===== src/rtl/fetch_stage.sv =====
// fetch_stage: PC, instruction-memory req/ack handshake, IF/ID register,
// one-entry skid buffer for hazard stalls and branch redirect/flush.
// Optional feature macro: FETCH_MISALIGN_CHK_EN (misaligned redirect -> HALT).
module fetch_stage #(
  parameter int unsigned     XLEN      = 32,
  parameter logic [XLEN-1:0] RESET_PC  = '0,
  parameter logic [31:0]     NOP_INSTR = 32'h0000_0013
) (
  input  logic            clk,
  input  logic            rst,
  output logic            imem_req,
  output logic [XLEN-1:0] imem_addr,
  input  logic            imem_ack,
  input  logic [31:0]     imem_rdata,
  input  logic            stall,
  input  logic            redirect,
  input  logic [XLEN-1:0] redirect_pc,
  output logic            if_valid,
  output logic [XLEN-1:0] if_pc,
  output logic [31:0]     if_instr,
  output logic [6:0]      if_opcode,
  output logic            misalign
);

  localparam int unsigned ILEN = 32;
  localparam int unsigned OPW  = 7;

  typedef enum logic [1:0] {
    ST_REQ  = 2'd0,
    ST_DROP = 2'd1,
    ST_FULL = 2'd2,
    ST_HALT = 2'd3
  } state_e;

  state_e            state_q, state_d;
  logic [XLEN-1:0]   pc_q, pc_d;
  logic [XLEN-1:0]   drop_addr_q, drop_addr_d;
  logic [XLEN-1:0]   skid_pc_q, skid_pc_d;
  logic [ILEN-1:0]   skid_instr_q, skid_instr_d;
  logic              if_valid_q, if_valid_d;
  logic [XLEN-1:0]   if_pc_q, if_pc_d;
  logic [ILEN-1:0]   if_instr_q, if_instr_d;
  logic              misalign_q, misalign_d;

  logic              req_c;
  logic [XLEN-1:0]   addr_c;
  logic              ack_c;
  logic [XLEN-1:0]   redirect_tgt_c;
  logic              redirect_bad_c;

  // Request is live in REQ/DROP only; DROP keeps presenting the abandoned address.
  always_comb begin
    req_c  = !rst && ((state_q == ST_REQ) || (state_q == ST_DROP));
    addr_c = (state_q == ST_DROP) ? drop_addr_q : pc_q;
    ack_c  = req_c && imem_ack;
  end

  // Redirect target: low two bits either flag an error or are dropped.
  always_comb begin
    redirect_tgt_c = redirect_pc & ~XLEN'(3);
`ifdef FETCH_MISALIGN_CHK_EN
    redirect_bad_c = |redirect_pc[1:0];
`else
    redirect_bad_c = 1'b0;
`endif
  end

  // Next-state and datapath update; redirect beats ack/stall, HALT is terminal.
  always_comb begin
    state_d      = state_q;
    pc_d         = pc_q;
    drop_addr_d  = drop_addr_q;
    skid_pc_d    = skid_pc_q;
    skid_instr_d = skid_instr_q;
    if_valid_d   = if_valid_q;
    if_pc_d      = if_pc_q;
    if_instr_d   = if_instr_q;
    misalign_d   = misalign_q;

    if (state_q == ST_HALT) begin
      state_d = ST_HALT;
    end else if (redirect) begin
      if_valid_d   = 1'b0;
      if_instr_d   = NOP_INSTR;
      skid_pc_d    = '0;
      skid_instr_d = '0;
      if (redirect_bad_c) begin
        misalign_d = 1'b1;
        state_d    = ST_HALT;
      end else begin
        pc_d = redirect_tgt_c;
        if (req_c && !imem_ack) begin
          // Memory still owes us a response for the current address.
          drop_addr_d = addr_c;
          state_d     = ST_DROP;
        end else begin
          state_d = ST_REQ;
        end
      end
    end else begin
      unique case (state_q)
        ST_REQ: begin
          if (ack_c) begin
            pc_d = pc_q + XLEN'(4);
            if (!stall) begin
              if_instr_d = imem_rdata;
              if_pc_d    = pc_q;
              if_valid_d = 1'b1;
            end else begin
              skid_instr_d = imem_rdata;
              skid_pc_d    = pc_q;
              state_d      = ST_FULL;
            end
          end else if (!stall) begin
            if_valid_d = 1'b0;
          end
        end
        ST_FULL: begin
          if (!stall) begin
            if_instr_d   = skid_instr_q;
            if_pc_d      = skid_pc_q;
            if_valid_d   = 1'b1;
            skid_pc_d    = '0;
            skid_instr_d = '0;
            state_d      = ST_REQ;
          end
        end
        ST_DROP: begin
          if (ack_c) begin
            state_d = ST_REQ;
          end
        end
        default: begin
          state_d = state_q;
        end
      endcase
    end
  end

  // State and pipeline registers with synchronous reset.
  always_ff @(posedge clk) begin
    if (rst) begin
      state_q      <= ST_REQ;
      pc_q         <= RESET_PC;
      drop_addr_q  <= '0;
      skid_pc_q    <= '0;
      skid_instr_q <= '0;
      if_valid_q   <= 1'b0;
      if_pc_q      <= '0;
      if_instr_q   <= NOP_INSTR;
      misalign_q   <= 1'b0;
    end else begin
      state_q      <= state_d;
      pc_q         <= pc_d;
      drop_addr_q  <= drop_addr_d;
      skid_pc_q    <= skid_pc_d;
      skid_instr_q <= skid_instr_d;
      if_valid_q   <= if_valid_d;
      if_pc_q      <= if_pc_d;
      if_instr_q   <= if_instr_d;
      misalign_q   <= misalign_d;
    end
  end

  // Output drive; opcode is zeroed for bubbles so control decodes to all-zero.
  always_comb begin
    imem_req  = req_c;
    imem_addr = addr_c;
    if_valid  = if_valid_q;
    if_pc     = if_pc_q;
    if_instr  = if_instr_q;
    if_opcode = if_valid_q ? if_instr_q[OPW-1:0] : OPW'(0);
    misalign  = misalign_q;
  end

endmodule


===== config.mk =====
export PLATFORM = sky130hd
export DESIGN_NAME = fetch_stage
export DESIGN_NICKNAME = d
export VERILOG_FILES = /design/src/rtl/fetch_stage.sv
export SDC_FILE = /design/constraint.sdc
export NUM_CORES = 1
export LEC_CHECK = 0
export CAP_MARGIN = 40
export CORE_MARGIN = 3
export CORE_UTILIZATION = 35
export CTS_CLUSTER_DIAMETER = 60
export CTS_CLUSTER_SIZE = 14
export DETAILED_ROUTE_END_ITERATION = 10
export GPL_ROUTABILITY_DRIVEN = 0
export RECOVER_POWER = 100
export SYNTH_ARGS = -nofsm -noshare
export SYNTH_HDL_FRONTEND = slang
export SYNTH_SLANG_ARGS = --single-unit

===== constraint.sdc =====
create_clock -name clk -period 4.37 [get_ports clk]
set_clock_uncertainty 0.1 [all_clocks]
set_input_delay 0.437 -clock clk [delete_from_list [all_inputs] [get_ports clk]]
set_output_delay 0.437 -clock clk [all_outputs]
set_load 0.005 [all_outputs]

==> Flow_metrics.wiki, run 1 <==
{| class="wikitable"
! Metric !! Value
|-
| Post-CTS Setup Inserts || 0
|-
| Slowest-stage cell, CP || sky130_fd_sc_hd__a31oi_2
|-
| Number of buffer cells added on primary ports || 171
|-
| Global-route usage over all layers || 19.3%
|-
| Cell depth of the worst flop-to-flop path || 7
|-
| Number of buffers inserted by hold repair at cts || 0
|-
| Fill count || 2,546
|-
| Residual overflow from global routing || 0
|-
| Static power due to leakage || 0.00448 µW
|-
| R2r setup slk || 0.76 ns
|-
| Worst hold slack across all endpoints || 0.357 ns
|-
| End point of the most critical hold path || skid_instr_q[7]
|-
| Setup TNS || 0 ns
|-
| Cell Count, Final, Fillers Out || 1,536
|-
| Proportion of synthesized chip area in sequential cells || 40.2%
|-
| Number of instances in the synthesized netlist || 1,089
|-
| Count of different cell masters after synthesis || 66
|-
| Endpoints failing hold || 0
|-
| Worst max-slew margin expressed relative to the limit || 8.29%
|-
| Series of cell instances along the critical path || ha_1 -> clkbuf_2 -> o21ba_1 -> nand3_1 -> a31oi_2 -> buf_4 -> mux2i_1
|-
| Core area || 0.0264 mm²
|-
| P per Cell Area || 372 mW/mm²
|-
| Pin slew with the least headroom to its limit || 1.38 ns
|-
| Starting Density || 36.1%
|-
| Total I/O pin count || 175
|-
| Flops & latches, synth || 191
|-
| Detailed-router iteration count before antenna repair || 5
|-
| Wire per inst || 18.6 µm
|-
| Maximum fanout encountered on the critical timing path || 43
|-
| Drt via density || 5.47
|-
| Share of cells above drive strength 1 || 9.08%
|-
| Pin count of the biggest net entering global routing || 63
|-
| Required time of the critical path || 4.62 ns
|-
| Layout area overhead || 26.4%
|-
| Yosys warning total || 0
|-
| Finish-stage setup viols || 0
|-
| Detailed-route wire length || 28,600 µm
|-
| Count of final max-slew check failures || 0
|-
| Vias in the first global route || 8,205
|-
| TritonCTS clock tree || built
|-
| Number of H-tree levels || 4
|-
| Vias after detailed routing || 8,409
|-
| Maximum clock rate || 0.277 GHz
|-
| Worst hold stages || 2
|-
| Wire length of the first global-routing pass || 45,300 µm
|-
| Buffer and inverter count on the worst path || 2
|-
| Total instance count after detailed placement || 1,504
|-
| Die Ht || 171 µm
|-
| Time the final worst path needs with I/O delays and setup || 3.61 ns
|-
| Number of DRC markers in iteration 0 || 558
|-
| Most frequently used flop master after synthesis || sky130_fd_sc_hd__dfxtp_1
|-
| Highest cell delay on the worst timing path || 1.01 ns
|-
| Root buffer selected by CTS || sky130_fd_sc_hd__clkbuf_16
|-
| VDD IR max || 0.243 mV
|-
| Inserted Clock Buffers || 17
|-
| Row cnt || 59
|-
| DRC errors left || 0
|-
| Max-cap check violation count || 0
|-
| Unrepaired setup endpoints after global routing || no
|-
| Count of instances resized after the clock tree is built || 0
|-
| Worst hold start || skid_instr_q[7]
|-
| Clock insertion delay at the later pin of the skew report || 0.43 ns
|-
| Worst Slack Setup Final || 0.755 ns
|-
| Final worst path period share || 82.7%
|-
| DRT antenna net count || 0
|-
| Total power draw || 4470 µW
|-
| Area taken by flip-flops and latches || 0.00382 mm²
|-
| Sum of net half-perimeters after detailed placement || 19,100 µm
|-
| RR Startpoint || state_q[0]
|-
| Number of antenna violations at the first check in global routing || 1
|-
| Fraction of registers with async set or reset after synthesis || 0%
|-
| Die width || 171 µm
|-
| Diodes inserted || 0
|-
| Worst reg2reg endpoint || skid_instr_q[28]
|-
| Setup Crit Path Kind || register to register
|-
| Type of the most critical hold path || register to register
|-
| WP data arrival || 3.87 ns
|-
| Per-instance average area after synthesis || 8.73 µm²
|-
| Synth Cell Area || 0.00951 mm²
|-
| Max clock buf depth || 2
|-
| Capturing element type of the critical path || register
|-
| CP startpoint kind || register
|-
| Total area of multi-input combinational cells || 0.00515 mm²
|-
| CTS sink count || 191
|-
| Cell family with most CP delay || compound AO/OA/AOI/OAI gates
|-
| Clock input transition at the sequential cells of the worst setup and hold paths || 0.07 ns
|-
| Synthesized net count || 1,165
|-
| Worst slack, placed || 1.15 ns
|-
| Outcome || completed
|-
| Die footprint || 0.0292 mm²
|-
| Count of flip-flops with a built-in enable after synthesis || 0
|-
| # nets final || 1,264
|}
## per-layer routing
| metal | share of wire, % | GRT usage (%) | vias up | wire [µm] |
|---|---|---|---|---|
| li1 | - | - | 4085 | - |
| met4 | 0.93 | 4.62 | 2 | 267 |
| met3 | 5.6 | 4.14 | 17 | 1610 |
| met1 | 46 | 25.9 | 4063 | 13000 |
| met5 | 0.046 | 0 | - | 13 |
| met2 | 48 | 31.8 | 242 | 13700 |
## worst max path at each step
stage                from  cells past startpoint  slack [ns]               end
2_1_floorplan  state_q[0]                      7        2.22         if_pc[12]
3_3_place_gp   state_q[0]                      5        1.17          pc_q[26]
3_5_place_dp   state_q[0]                      6        1.15          pc_q[26]
4_1_cts        state_q[0]                      6        1.11          pc_q[26]
5_1_grt        state_q[0]                      7        0.49     skid_pc_q[20]
6_report       state_q[0]                      7        0.76  skid_instr_q[28]
## synthesized netlist by cell type (15+ instances only)
master	number	share of area, %
sky130_fd_sc_hd__mux2i_1	131	14
sky130_fd_sc_hd__clkbuf_1	84	3.3
sky130_fd_sc_hd__nor2_1	79	3.1
sky130_fd_sc_hd__nand4_1	41	2.7
sky130_fd_sc_hd__dfxtp_1	191	40
sky130_fd_sc_hd__and2_1	15	0.99
sky130_fd_sc_hd__o21ai_0	49	2.6
sky130_fd_sc_hd__nand2_1	162	6.4
sky130_fd_sc_hd__mux2_2	51	6.0
sky130_fd_sc_hd__buf_2	23	1.2
sky130_fd_sc_hd__a21oi_1	57	3.0
sky130_fd_sc_hd__a211oi_1	31	2.4
## registers in the layout, summed over array words and instances (netlist names)
register      count
drop_addr_q      32
if_instr         32
skid_instr_q     32
if_pc            31
skid_pc_q        31
pc_q             30
state_q           2
if_valid          1
## layout by cell type, fill, tap and decap left out, types with 16 or more instances in the layout
master / instances
sky130_fd_sc_hd__dfxtp_1: 191
sky130_fd_sc_hd__nand4_1: 41
sky130_fd_sc_hd__a211oi_1: 33
sky130_fd_sc_hd__mux2_2: 35
sky130_fd_sc_hd__clkdlybuf4s50_1: 85
sky130_fd_sc_hd__dlygate4sd3_1: 84
sky130_fd_sc_hd__o21ai_0: 49
sky130_fd_sc_hd__nor2_1: 78
sky130_fd_sc_hd__clkbuf_16: 17
sky130_fd_sc_hd__mux2_1: 16
sky130_fd_sc_hd__mux2i_1: 131
sky130_fd_sc_hd__a21oi_1: 56
sky130_fd_sc_hd__nand2_1: 162
## kinds of logic (layout without fill, tap and decap cells)
family | count (synthesis) | after routing | synth area share (%)
adders and majority gates | 7 | 7 | 0.921
other | 1 | 1 | 0.0394
muxes | 182 | 182 | 19.8
AOI/OAI and AO/OA | 214 | 214 | 15.3
and+or+nand+nor | 366 | 366 | 18.0
buffers and inverters | 128 | 240 | 5.79
DFF | 191 | 191 | 40.2
## cell type report
type | instances | area share (%)
repair buffers | 195 | 16.3
multi-input cells | 770 | 42.9
flip-flops and latches | 191 | 31.8
inverters | 13 | 0.406
well taps | 335 | 3.49
clock buffers | 18 | 3.57
clock inverters | 14 | 1.60
## report_power, final
| group | internal, µW | total (µW) | switching [µW] |
|---|---|---|---|
| clock network | 882 | 1660 | 779 |
| registers | 1850 | 1950 | 105 |
| logic | 413 | 858 | 445 |
| total | 3140 | 4470 | 1330 |
## through the flow
stage	utilization (%)	cell area, µm²
detailed placement	43.5	11500
floorplan	-	9510
global placement	43.2	11400
finish	45.6	12000
global route	45.6	12000
CTS	45.8	12100
## worst min-delay path, stage by stage (launching register included)
cell                      delay, ns
sky130_fd_sc_hd__dfxtp_1       0.31
sky130_fd_sc_hd__nand2_1       0.05
sky130_fd_sc_hd__mux2i_1       0.05
Note: power is estimated with default switching activity, not from simulation.
==> inputs of run 2 (changes only) <==
clock period = 3 ns   (was 4.37 ns; I/O delays follow)
==> run 2 against run 1 <==
Net effect: register-to-register slack got worse by 0.49 ns; sequential share of layout area about the same; cell area about the same; die area unchanged; non-clock buffer count increased by 15; power increased by 41%; setup slack got worse by 0.58 ns; critical path depth decreased by 3; via count increased by 0.32%; hold slack got worse by 0.27 ns; critical endpoint is now imem_addr[29]; largest cell class unchanged; critical path type is now register to output port; flip-flop and latch count unchanged; clock-buffer cell count decreased by 1.
==> Flow_metrics.wiki, run 2 (synthesis results as in run 1) <==
{| class="wikitable"
! Metric !! Value
|-
| Outcome || completed (unchanged)
|-
| Maximum fanout encountered on the critical timing path || 42 (was 43)
|-
| # nets final || 1,279 (was 1,264)
|-
| Cell depth of the worst flop-to-flop path || 4 (was 7)
|-
| Cell Count, Final, Fillers Out || 1,551 (was 1,536)
|-
| Required time of the critical path || 2.60 ns (was 4.62 ns)
|-
| Time the final worst path needs with I/O delays and setup || 2.83 ns
|-
| Residual overflow from global routing || 0 (unchanged)
|-
| Worst hold slack across all endpoints || 0.0821 ns (was 0.357 ns)
|-
| Wire per inst || 18.4 µm (was 18.6 µm)
|-
| Clock input transition at the sequential cells of the worst setup and hold paths || 0.08 ns (was 0.07 ns)
|-
| Starting Density || 36.1% (unchanged)
|-
| Start point of the critical path || state_q[0] (unchanged)
|-
| Count of instances resized after the clock tree is built || 0 (unchanged)
|-
| Post-CTS Setup Inserts || 0 (unchanged)
|-
| Number of DRC markers in iteration 0 || 667 (was 558)
|-
| Max clock buf depth || 2 (unchanged)
|-
| Clock insertion delay at the later pin of the skew report || 0.43 ns (about the same)
|-
| Wire length of the first global-routing pass || 45,400 µm (was 45,300 µm)
|-
| Global-route usage over all layers || 19.3% (about the same)
|-
| Setup TNS || 0 ns (unchanged)
|-
| Capturing element type of the critical path || output port (was register)
|-
| Number of buffers inserted by hold repair at cts || 0 (unchanged)
|-
| Detailed-router iteration count before antenna repair || 5 (unchanged)
|-
| Final instance area || 0.0120 mm² (about the same)
|-
| Drt via density || 5.44 (was 5.47)
|-
| Die width || 171 µm (unchanged)
|-
| Pin count of the biggest net entering global routing || 67 (was 63)
|-
| R2r setup slk || 0.27 ns (was 0.76 ns)
|-
| Static power due to leakage || 0.00449 µW (was 0.00448 µW)
|-
| Vias in the first global route || 8,308 (was 8,205)
|-
| Root buffer selected by CTS || sky130_fd_sc_hd__clkbuf_16 (unchanged)
|-
| Share of cells above drive strength 1 || 9.55% (was 9.08%)
|-
| Die footprint || 0.0292 mm² (unchanged)
|-
| Die Ht || 171 µm (unchanged)
|-
| DRT antenna net count || 0 (unchanged)
|-
| Most common cell after layout, fill and taps aside || sky130_fd_sc_hd__dfxtp_1 (unchanged)
|-
| Vias after detailed routing || 8,436 (was 8,409)
|-
| Max-cap check violation count || 0 (unchanged)
|-
| RR Startpoint || pc_q[6] (was state_q[0])
|-
| CTS sink count || 191 (unchanged)
|-
| Setup Crit Path Kind || register to output port (was register to register)
|-
| Leading cell types in the layout, fill and taps excluded || sky130_fd_sc_hd__dfxtp_1 (191), sky130_fd_sc_hd__nand2_1 (162), sky130_fd_sc_hd__mux2i_1 (131) (unchanged)
|-
| Number of antenna violations at the first check in global routing || 2 (was 1)
|-
| Inserted Clock Buffers || 17 (unchanged)
|-
| Worst reg2reg endpoint || pc_q[19] (was skid_instr_q[28])
|-
| Number of H-tree levels || 4 (unchanged)
|-
| Number of buffer cells added on primary ports || 171 (unchanged)
|-
| VDD IR max || 0.374 mV (was 0.243 mV)
|-
| Total I/O pin count || 175 (unchanged)
|-
| Count of final max-slew check failures || 0 (unchanged)
|-
| WP data arrival || 2.43 ns (was 3.87 ns)
|-
| Row cnt || 59 (unchanged)
|-
| Final worst path period share || 94.2%
|-
| DRC errors left || 0 (unchanged)
|-
| Type of the most critical hold path || input pin to register (was register to register)
|-
| Layout area overhead || 26.3% (was 26.4%)
|-
| Worst max-slew margin expressed relative to the limit || 39.2% (was 8.29%)
|-
| Detailed-route wire length || 28,500 µm (was 28,600 µm)
|-
| Total instance count after detailed placement || 1,519 (was 1,504)
|-
| Finish-stage setup viols || 0 (unchanged)
|-
| TritonCTS clock tree || built (unchanged)
|-
| Worst hold stages || 2 (unchanged)
|-
| P per Cell Area || 526 mW/mm² (was 372 mW/mm²)
|-
| Total cell area at the placement stage || 0.0116 mm² (was 0.0115 mm²)
|-
| Pin slew with the least headroom to its limit || 0.912 ns (was 1.38 ns)
|-
| Termination of the worst setup path || imem_addr[29] (was skid_instr_q[28])
|-
| Maximum clock rate || 0.354 GHz
|-
| Core area || 0.0264 mm² (unchanged)
|-
| Endpoints failing hold || 0 (unchanged)
|-
| CP startpoint kind || register (unchanged)
|-
| Sum of net half-perimeters after detailed placement || 19,100 µm (about the same)
|-
| Unrepaired setup endpoints after global routing || no (unchanged)
|}
[run 2: cell count changes in the layout (fill, tap and decap cells not counted), sizes merged]
cell           change
buf               +14
clkdlybuf4s50      +4
dlygate4sd3        -4
bufinv             -2
clkinvlp           +2
clkinv             +1
diode              +1
inv                -1
[run 2: cell type report]
| class | count | area [µm²] |
|---|---|---|
| antenna | 1 | 2.50 |
| fill | 2538 | 14300 |
| multi-input combinational | 770 | 5120 |
| timing repair buffer | 210 | 2030 |
| inverter | 13 | 48.8 |
| sequential | 191 | 3820 |
| clock buffer | 17 | 425 |
| tap | 335 | 419 |
| clock inverter | 14 | 145 |
[run 2: worst min path at each step]
stage	to	startpoint
finish	if_instr[2]	rst
global route	if_instr[2]	rst
CTS	if_instr[7]	rst
detailed placement	skid_instr_q[22]	skid_instr_q[22]
global placement	skid_instr_q[11]	skid_instr_q[11]
floorplan	skid_instr_q[10]	skid_instr_q[10]
[run 2: where the power goes]
group | internal (µW) | switching [µW] | leakage [µW] | total (µW)
logic | 595 | 660 | 0.00266 | 1260
clock network | 1110 | 1130 | 0.000274 | 2240
registers | 2690 | 132 | 0.00156 | 2820
total | 4390 | 1920 | 0.00449 | 6310
[run 2: routing by layer]
metal | vias up | track usage (%) | part of all wire [%]
li1 | 4125 | - | -
met4 | 2 | 5.21 | 1.3
met2 | 228 | 31.8 | 47
met5 | - | 0 | 0.053
met3 | 26 | 4.46 | 5.6
met1 | 4055 | 25.6 | 46
[run 2: through the flow]
stage / setup slack, ns / utilization (%) / total power [µW]
floorplan: 0.851 / - / 3620
detailed placement: 0.329 / 43.9 / 4220
global placement: 0.399 / 43.7 / 4190
finish: 0.173 / 45.6 / 6310
CTS: 0.245 / 46.1 / 6450
global route: 0.0507 / 45.6 / 6600
[run 2: worst max-delay path: stages, from the launching register on]
cell	delay, ns
sky130_fd_sc_hd__dfxtp_1	0.50
sky130_fd_sc_hd__ha_1	0.29
sky130_fd_sc_hd__buf_12	0.23
sky130_fd_sc_hd__mux2_2	0.37
sky130_fd_sc_hd__dlygate4sd3_1	0.59
